File: config.mk
export PLATFORM = sky130hd
export DESIGN_NAME = uart_flow_ctrl_tx
export DESIGN_NICKNAME = d
export VERILOG_FILES = /design/src/rtl/uart_flow_ctrl_tx.sv
export SDC_FILE = /design/constraint.sdc
export NUM_CORES = 1
export LEC_CHECK = 0
export BUFFER_PORTS_ARGS = -buffer_cell sky130_fd_sc_hd__buf_4
export CAP_MARGIN = 20
export CORE_ASPECT_RATIO = 0.9
export CORE_MARGIN = 8
export CORE_UTILIZATION = 55
export DETAILED_ROUTE_END_ITERATION = 16
export PLACE_DENSITY = 0.74
export SYNTH_ARGS = -nofsm -noshare
export SYNTH_HDL_FRONTEND = slang
export SYNTH_SLANG_ARGS = --single-unit
File: constraint.sdc
create_clock -name clk -period 7.07 [get_ports clk]
set_input_delay 1.7675 -clock clk [delete_from_list [all_inputs] [get_ports clk]]
set_output_delay 1.7675 -clock clk [all_outputs]
set_load 0.01 [all_outputs]
File: src/rtl/uart_flow_ctrl_tx.sv
// uart_flow_ctrl_tx: XON/XOFF software flow control for the host link.
// Tracks how full the UART-to-parser FIFO is from its write/read strobes and
// tells the host to pause (XOFF) or resume (XON) over a dedicated TX line.
module uart_flow_ctrl_tx #(
  parameter int unsigned CLKS_PER_BIT = 5208,
  parameter int unsigned COUNTER_BITS = 13,
  parameter int unsigned LEVEL_BITS   = 10,
  parameter int unsigned HIGH_MARK    = 768,
  parameter int unsigned LOW_MARK     = 256,
  parameter logic [7:0]  XON_CHAR     = 8'h11,
  parameter logic [7:0]  XOFF_CHAR    = 8'h13
) (
  input  logic                  clk,
  input  logic                  reset,
  input  logic                  clk_en,
  input  logic                  wr_done,
  input  logic                  rd_done,
  output logic                  uart_tx,
  output logic                  tx_busy,
  output logic                  xoff_active,
  output logic [LEVEL_BITS-1:0] level
);

  localparam logic [COUNTER_BITS-1:0] BAUD_LAST = COUNTER_BITS'(CLKS_PER_BIT - 1);
  localparam logic [LEVEL_BITS-1:0]   HIGH_LVL  = LEVEL_BITS'(HIGH_MARK);
  localparam logic [LEVEL_BITS-1:0]   LOW_LVL   = LEVEL_BITS'(LOW_MARK);
  localparam logic [LEVEL_BITS-1:0]   LEVEL_MAX = '1;

  typedef enum logic [1:0] {
    TX_IDLE,
    TX_START,
    TX_DATA,
    TX_STOP
  } tx_state_e;

  // SENT_NONE only exists after reset so that an XON always goes out first.
  typedef enum logic [1:0] {
    SENT_NONE,
    SENT_XON,
    SENT_XOFF
  } sent_e;

  logic [LEVEL_BITS-1:0]   level_q;
  logic [LEVEL_BITS-1:0]   level_d;
  tx_state_e               state_q;
  sent_e                   sent_q;
  sent_e                   desired;
  logic                    need_frame;
  logic [7:0]              next_char;
  logic [7:0]              shift_q;
  logic [COUNTER_BITS-1:0] baud_q;
  logic [2:0]              bit_q;
  logic                    uart_tx_q;
  logic                    tx_busy_q;

  // Next occupancy: simultaneous write and read cancel, both ends saturate.
  always_comb begin
    level_d = level_q;
    if (wr_done && !rd_done && (level_q != LEVEL_MAX)) begin
      level_d = level_q + 1'b1;
    end else if (rd_done && !wr_done && (level_q != '0)) begin
      level_d = level_q - 1'b1;
    end
  end

  // Occupancy register, frozen whenever the clock enable is low.
  always_ff @(posedge clk or posedge reset) begin
    if (reset) begin
      level_q <= '0;
    end else if (clk_en) begin
      level_q <= level_d;
    end
  end

  // Watermark decision with hysteresis: between the marks keep what was sent.
  always_comb begin
    desired = sent_q;
    if (level_q >= HIGH_LVL) begin
      desired = SENT_XOFF;
    end else if (level_q <= LOW_LVL) begin
      desired = SENT_XON;
    end
    need_frame = (desired != sent_q);
    next_char  = (desired == SENT_XOFF) ? XOFF_CHAR : XON_CHAR;
  end

  // Frame serializer; a pending change is picked up at the end of STOP so a
  // follow-up character starts without an idle gap.
  always_ff @(posedge clk or posedge reset) begin
    if (reset) begin
      state_q   <= TX_IDLE;
      sent_q    <= SENT_NONE;
      shift_q   <= '0;
      baud_q    <= '0;
      bit_q     <= '0;
      uart_tx_q <= 1'b1;
      tx_busy_q <= 1'b0;
    end else if (clk_en) begin
      case (state_q)
        TX_IDLE: begin
          uart_tx_q <= 1'b1;
          if (need_frame) begin
            state_q   <= TX_START;
            sent_q    <= desired;
            shift_q   <= next_char;
            baud_q    <= '0;
            bit_q     <= '0;
            uart_tx_q <= 1'b0;
            tx_busy_q <= 1'b1;
          end
        end
        TX_START: begin
          if (baud_q == BAUD_LAST) begin
            baud_q    <= '0;
            state_q   <= TX_DATA;
            uart_tx_q <= shift_q[0];
          end else begin
            baud_q <= baud_q + 1'b1;
          end
        end
        TX_DATA: begin
          if (baud_q == BAUD_LAST) begin
            baud_q <= '0;
            if (bit_q == 3'd7) begin
              state_q   <= TX_STOP;
              uart_tx_q <= 1'b1;
            end else begin
              bit_q     <= bit_q + 1'b1;
              shift_q   <= {1'b0, shift_q[7:1]};
              uart_tx_q <= shift_q[1];
            end
          end else begin
            baud_q <= baud_q + 1'b1;
          end
        end
        TX_STOP: begin
          if (baud_q == BAUD_LAST) begin
            baud_q <= '0;
            if (need_frame) begin
              state_q   <= TX_START;
              sent_q    <= desired;
              shift_q   <= next_char;
              bit_q     <= '0;
              uart_tx_q <= 1'b0;
              tx_busy_q <= 1'b1;
            end else begin
              state_q   <= TX_IDLE;
              uart_tx_q <= 1'b1;
              tx_busy_q <= 1'b0;
            end
          end else begin
            baud_q <= baud_q + 1'b1;
          end
        end
        default: begin
          state_q   <= TX_IDLE;
          uart_tx_q <= 1'b1;
          tx_busy_q <= 1'b0;
        end
      endcase
    end
  end

  assign uart_tx     = uart_tx_q;
  assign tx_busy     = tx_busy_q;
  assign xoff_active = (sent_q == SENT_XOFF);
  assign level       = level_q;

endmodule

# [Word level (Yosys, flattened, before mapping)]
# Cells that the tools add are included.
# W data, S select, Z words.
[totals] reg_bits=40 inputBits=5 output_inout_bits=13 elab_cells=86
[op_classes] n_addsub=4 magnitude_cmp=2 eq_ne=15 n_mux=38 reduce_logical=19
[ops] cell="$mux W8" count=4
[ops] cell="$mux W13" count=2
[ops] cell="$pmux W13 S2" count=1
[ops] cell="$pmux W8 S3" count=1
[ops] cell="$mux W10" count=2
[ops] cell="$mux W2" count=10
[ops] cell="$add A13 B1 Y13 const B" count=1
[ops] cell="$eq A13 B13 Y1 const B" count=1
[ops] cell="$mux W3" count=4
[ops] cell="$ne A2 B2 Y1 const B" count=6
[ops] cell="$add A10 B1 Y10 const B" count=1
[ops] cell="$ge A10 B10 Y1 const B" count=1
[ops] cell="$le A10 B9 Y1 const B" count=1
[ops] cell="$ne A10 B10 Y1 const B" count=1
[ops] cell="$reduce_bool A10 Y1" count=1
[ops] cell="$sub A10 B1 Y10 const B" count=1
[ops] cell="$mux W1" count=9
[ops] cell="$pmux W3 S3" count=1
[ops] cell="$eq A2 B2 Y1 const B" count=4
[ops] cell="$pmux W2 S4" count=1
[ops] cell="$reduce_and A4 Y1" count=2
[ops] cell="$reduce_and A6 Y1" count=1
[ops] cell="$reduce_and A5 Y1" count=1
[ops] cell="$logic_and A1 B1 Y1" count=4
[ops] cell="14 further kinds" count=17

# [Depth between registers and ports, before layout]
[logic_depth] ltp_word=8 ltp_mapped=10 ltp_nobuf=9

# [Worst setup path after synthesis]
# Ideal clock, no wire load.
[synth_path] kind="input -> register" from="in rd_done" to="reg level_q[8], in the netlist level[8]" setup_time_ps=137 arrival_ps=3385 required_ps=6933 path_slack_ps=3548 cell_stages=9 path_buffers=0 cell_sequence="inv_1 o311a_1 inv_1 fa_1 a21oi_1 o211ai_1 o41ai_1 xor2_1 o21ai_0"
[synth_via] elab_chain_len=5 elab_cells_between_ends=8 classes_between="mux (1); reduce/logical (7)"
[synth_rtl] element="start: declaration" line="17" text="input logic rd_done,"
[synth_rtl] element="$logic_not A1 Y1" line="59" text="if (wr_done && !rd_done && (level_q != LEVEL_MAX)) begin"
[synth_rtl] element="$logic_and A1 B1 Y1 (2 in a row)" line="59"
[synth_rtl] element="$reduce_bool A2 Y1 (no source line)"
[synth_rtl] element="$reduce_and A2 Y1 (no source line)"
[synth_rtl] element="end signal: assignment" line="71" text="level_q <= level_d;"
[synth_rtl] element="end: declaration" line="43" text="logic [LEVEL_BITS-1:0] level_q;"
# Several ways; a longest one is shown, not always the timed one.
# A chain may end at the register's enable or synchronous reset.

# [Final worst setup path]
# Same ends and word-level chain as after synthesis.

==> results.toml <==
[route]
vias_per_cell = 6.09
wl_per_cell_um = 14.7
vias = 2127
totalWireLength_um = 5130
antenna_left = 0
drc_errors = 0
drt_iter0_drc = 125
first_pass_iters = 4

[die]
die_h_um = 80.6
die_w_um = 87.8
initial_core_util_pct = 57.2
core_area_sq_um = 4460
die-area_sq_um = 7080
pin_count = 18
row_count = 23

[sta]
post-route-min-period_ns = 3.59
fin_crit_sh_pct = 50.7
worst_pin_slew_ns = 1.00
fin_worst_skew_ns = 0.00511
slew_headroom_pct = 32.8
final-setup-viol-count = 0
drv_slew = 0
timing.fmax_mhz = 279
rsz0062_at_grt = "no"
setup_ws_ns = 3.48
hold_violations = 0
fin_tns_setup_ns = 0

[clocking]
cts-buffers-inserted = 5
clock-sinks = 37
cts_setup_buffers = 0
h-tree-depth = 2
cts_tree = "done"
clk_latency_ns = 0.29
cts-root-buf = "clkbuf_8"
clk_pin_slew_ns = 0.07
cts_resized = 0
clock_path_buffers = 2
cts_hold_buf = 0

[worst_setup_path]
endpoint_kind = "register"
r2r-end = "baud_q[2]"
cp-start-kind = "input port"
critPathArrivalTime_ns = 3.71
startpoint = "rd_done"
reg2reg_depth = 5
reg2reg_slack_ns = 4.14
crit_fanout = 11
r2r_start = "level[1]"
worstSetupPathType = "in2reg"
required_ns = 7.20

[place]
place_hpwl_um = 3610
dp.cells = 341
pre_cts_ws_ns = 3.19
gp_congestion = 0.888
io_buffers = 17

[global_route]
globalRouteOverflowTotal = 0
grt_pass1_wl_um = 8590
grt_max_degree = 38
track_usage_pct = 15.2
first_global_vias = 1795
antenna_found_initial = 0

[power]
switching_share_pct = 44.7
peakVddDrop_mv = 0.243
p_int_w = 0.000640
p_per_area_nw_per_um2 = 415
total_power_w = 0.00116
power_frac_comb_pct = 54.6
p_switching_w = 0.000518
clkPwrFrac_pct = 12.5
p_leak_nw = 1.25
p_seq_share_pct = 32.9

[job]
maxCapViolCount = 0

[synthesis]
syn_nets = 294
syn_area_sq_um = 2550
ys_top_cells_by_area = "dfrtp_1, ha_1, o21ai_0"
synth_warnings = 0
async_reset_ff_share_pct = 100
synthCells = 272
post_synth.cell_area_avg_sq_um = 9.38
synthFlopType = "dfrtp_1"
synth_top_area_share_pct = 35.3
synth_common_cells = "dfrtp_1, nand2_1, o21ai_0"
yosys.cell_types.count = 63
synthMostInstantiatedCell = "dfrtp_1"
synth-seq-cells = 37
yosysTopAreaCell = "dfrtp_1"
synth_edf_count = 0
yosysSeqAreaShare_pct = 36.3

[hold_path]
worstHoldEndpoint = "sent_q[0]"
worstHoldPathType = "reg2reg"
hold_depth = 1
holdCritStartpoint = "sent_q[0]"

[final_layout]
diodes = 0
finalNonFillerCells = 349
utilization_pct = 62.4
layout-drive-gt1-share_pct = 17.1
fin_nets = 308
syn2layout_area_growth_pct = 9.17
fillers = 366

[run_status]
status = "finished clean"
-- critical path, stage by stage --
cell,delay [ns]
buf_4,0.11
inv_1,0.06
o311a_1,0.20
inv_1,0.19
fa_1,0.45
a21oi_1,0.19
o211ai_1,0.14
o41ai_1,0.33
xor2_1,0.18
o21ai_0,0.09
-- cells by family (layout without fill, tap and decap cells) --
| group | Yosys count | after routing | share of synthesized area, % |
|---|---|---|---|
| AND/OR/NAND/NOR | 96 | 96 | 20.5 |
| AO/OA/AOI/OAI | 79 | 79 | 23.4 |
| flip-flops | 37 | 37 | 36.3 |
| buffers and inverters | 27 | 42 | 4.76 |
| adder cells (fa/ha/maj) | 17 | 17 | 8.63 |
| XOR/XNOR | 8 | 8 | 2.75 |
| multiplexers | 8 | 8 | 3.63 |
-- power groups by stage --
stage	Combinational (W)	Clock, W	Sequential (W)
floorplan	0.000488	0	0.000366
global placement	0.000622	0	0.000384
detailed placement	0.000629	0	0.000384
CTS	0.000634	0.000149	0.000380
global route	0.000711	0.000158	0.000395
finish	0.000632	0.000144	0.000381
-- how the worst max path moves through the flow --
stage                     to  slack (ns)
global route        level[8]        3.32
finish              level[8]        3.48
CTS                 level[8]        3.49
global placement    level[8]        3.26
detailed placement  level[8]        3.19
floorplan           level[8]        3.55
-- sequential cells by signal (all words and copies together) (netlist names) --
register and flops:
bit_q 3, uart_tx 1, sent_q 2, baud_q 13, shift_q 5, tx_busy 1
state_q 2, level 10
-- per-layer routing --
metal	global-route usage, %	up-vias	wire length (um)
li1	-	1053	-
met1	21.5	1028	2630
met2	22.1	39	2240
met3	2.65	7	182
met4	6.52	0	76
met5	0	-	0
-- area by class of cell --
cell class,count,area [sq um],share of cell area (%)
well taps,62,77.6,2.79
clock buffers,6,72.6,2.61
flip-flops and latches,37,927,33.3
multi-input cells,208,1500,54.0
clock inverters,2,10.0,0.359
inverters,16,60.1,2.16
repair buffers,18,135,4.85
-- cells in the final DEF (no fill, tap or decap), types with 3 or more instances in the layout --
cell      synthesis  layout
nand2_1          24      24
nand2b_1          5       5
xor2_1            6       6
nor4_1            4       4
a32o_1            8       8
dfrtp_1          36      36
nor3_1            5       5
and3_1            4       4
o21ai_0          23      23
ha_1             16      16
a21oi_1          12      12
a22o_2            4       4
a211oi_1          3       3
buf_4             0      18
nor2_1           15      15
mux2_2            5       5
clkbuf_8          0       5
inv_1            16      16
o211ai_1          4       4
nand3_1          14      14
and2_1            3       3
nand4_1          10      10
-- stage by stage --
stage	hold WS [ns]	cell area (sq um)
4_1_cts	0.510	2790
5_1_grt	0.520	2790
3_5_place_dp	0.494	2700
6_report	0.509	2790
2_1_floorplan	0.465	2550
3_3_place_gp	0.483	2700
(Power assumes the default switching activity.)
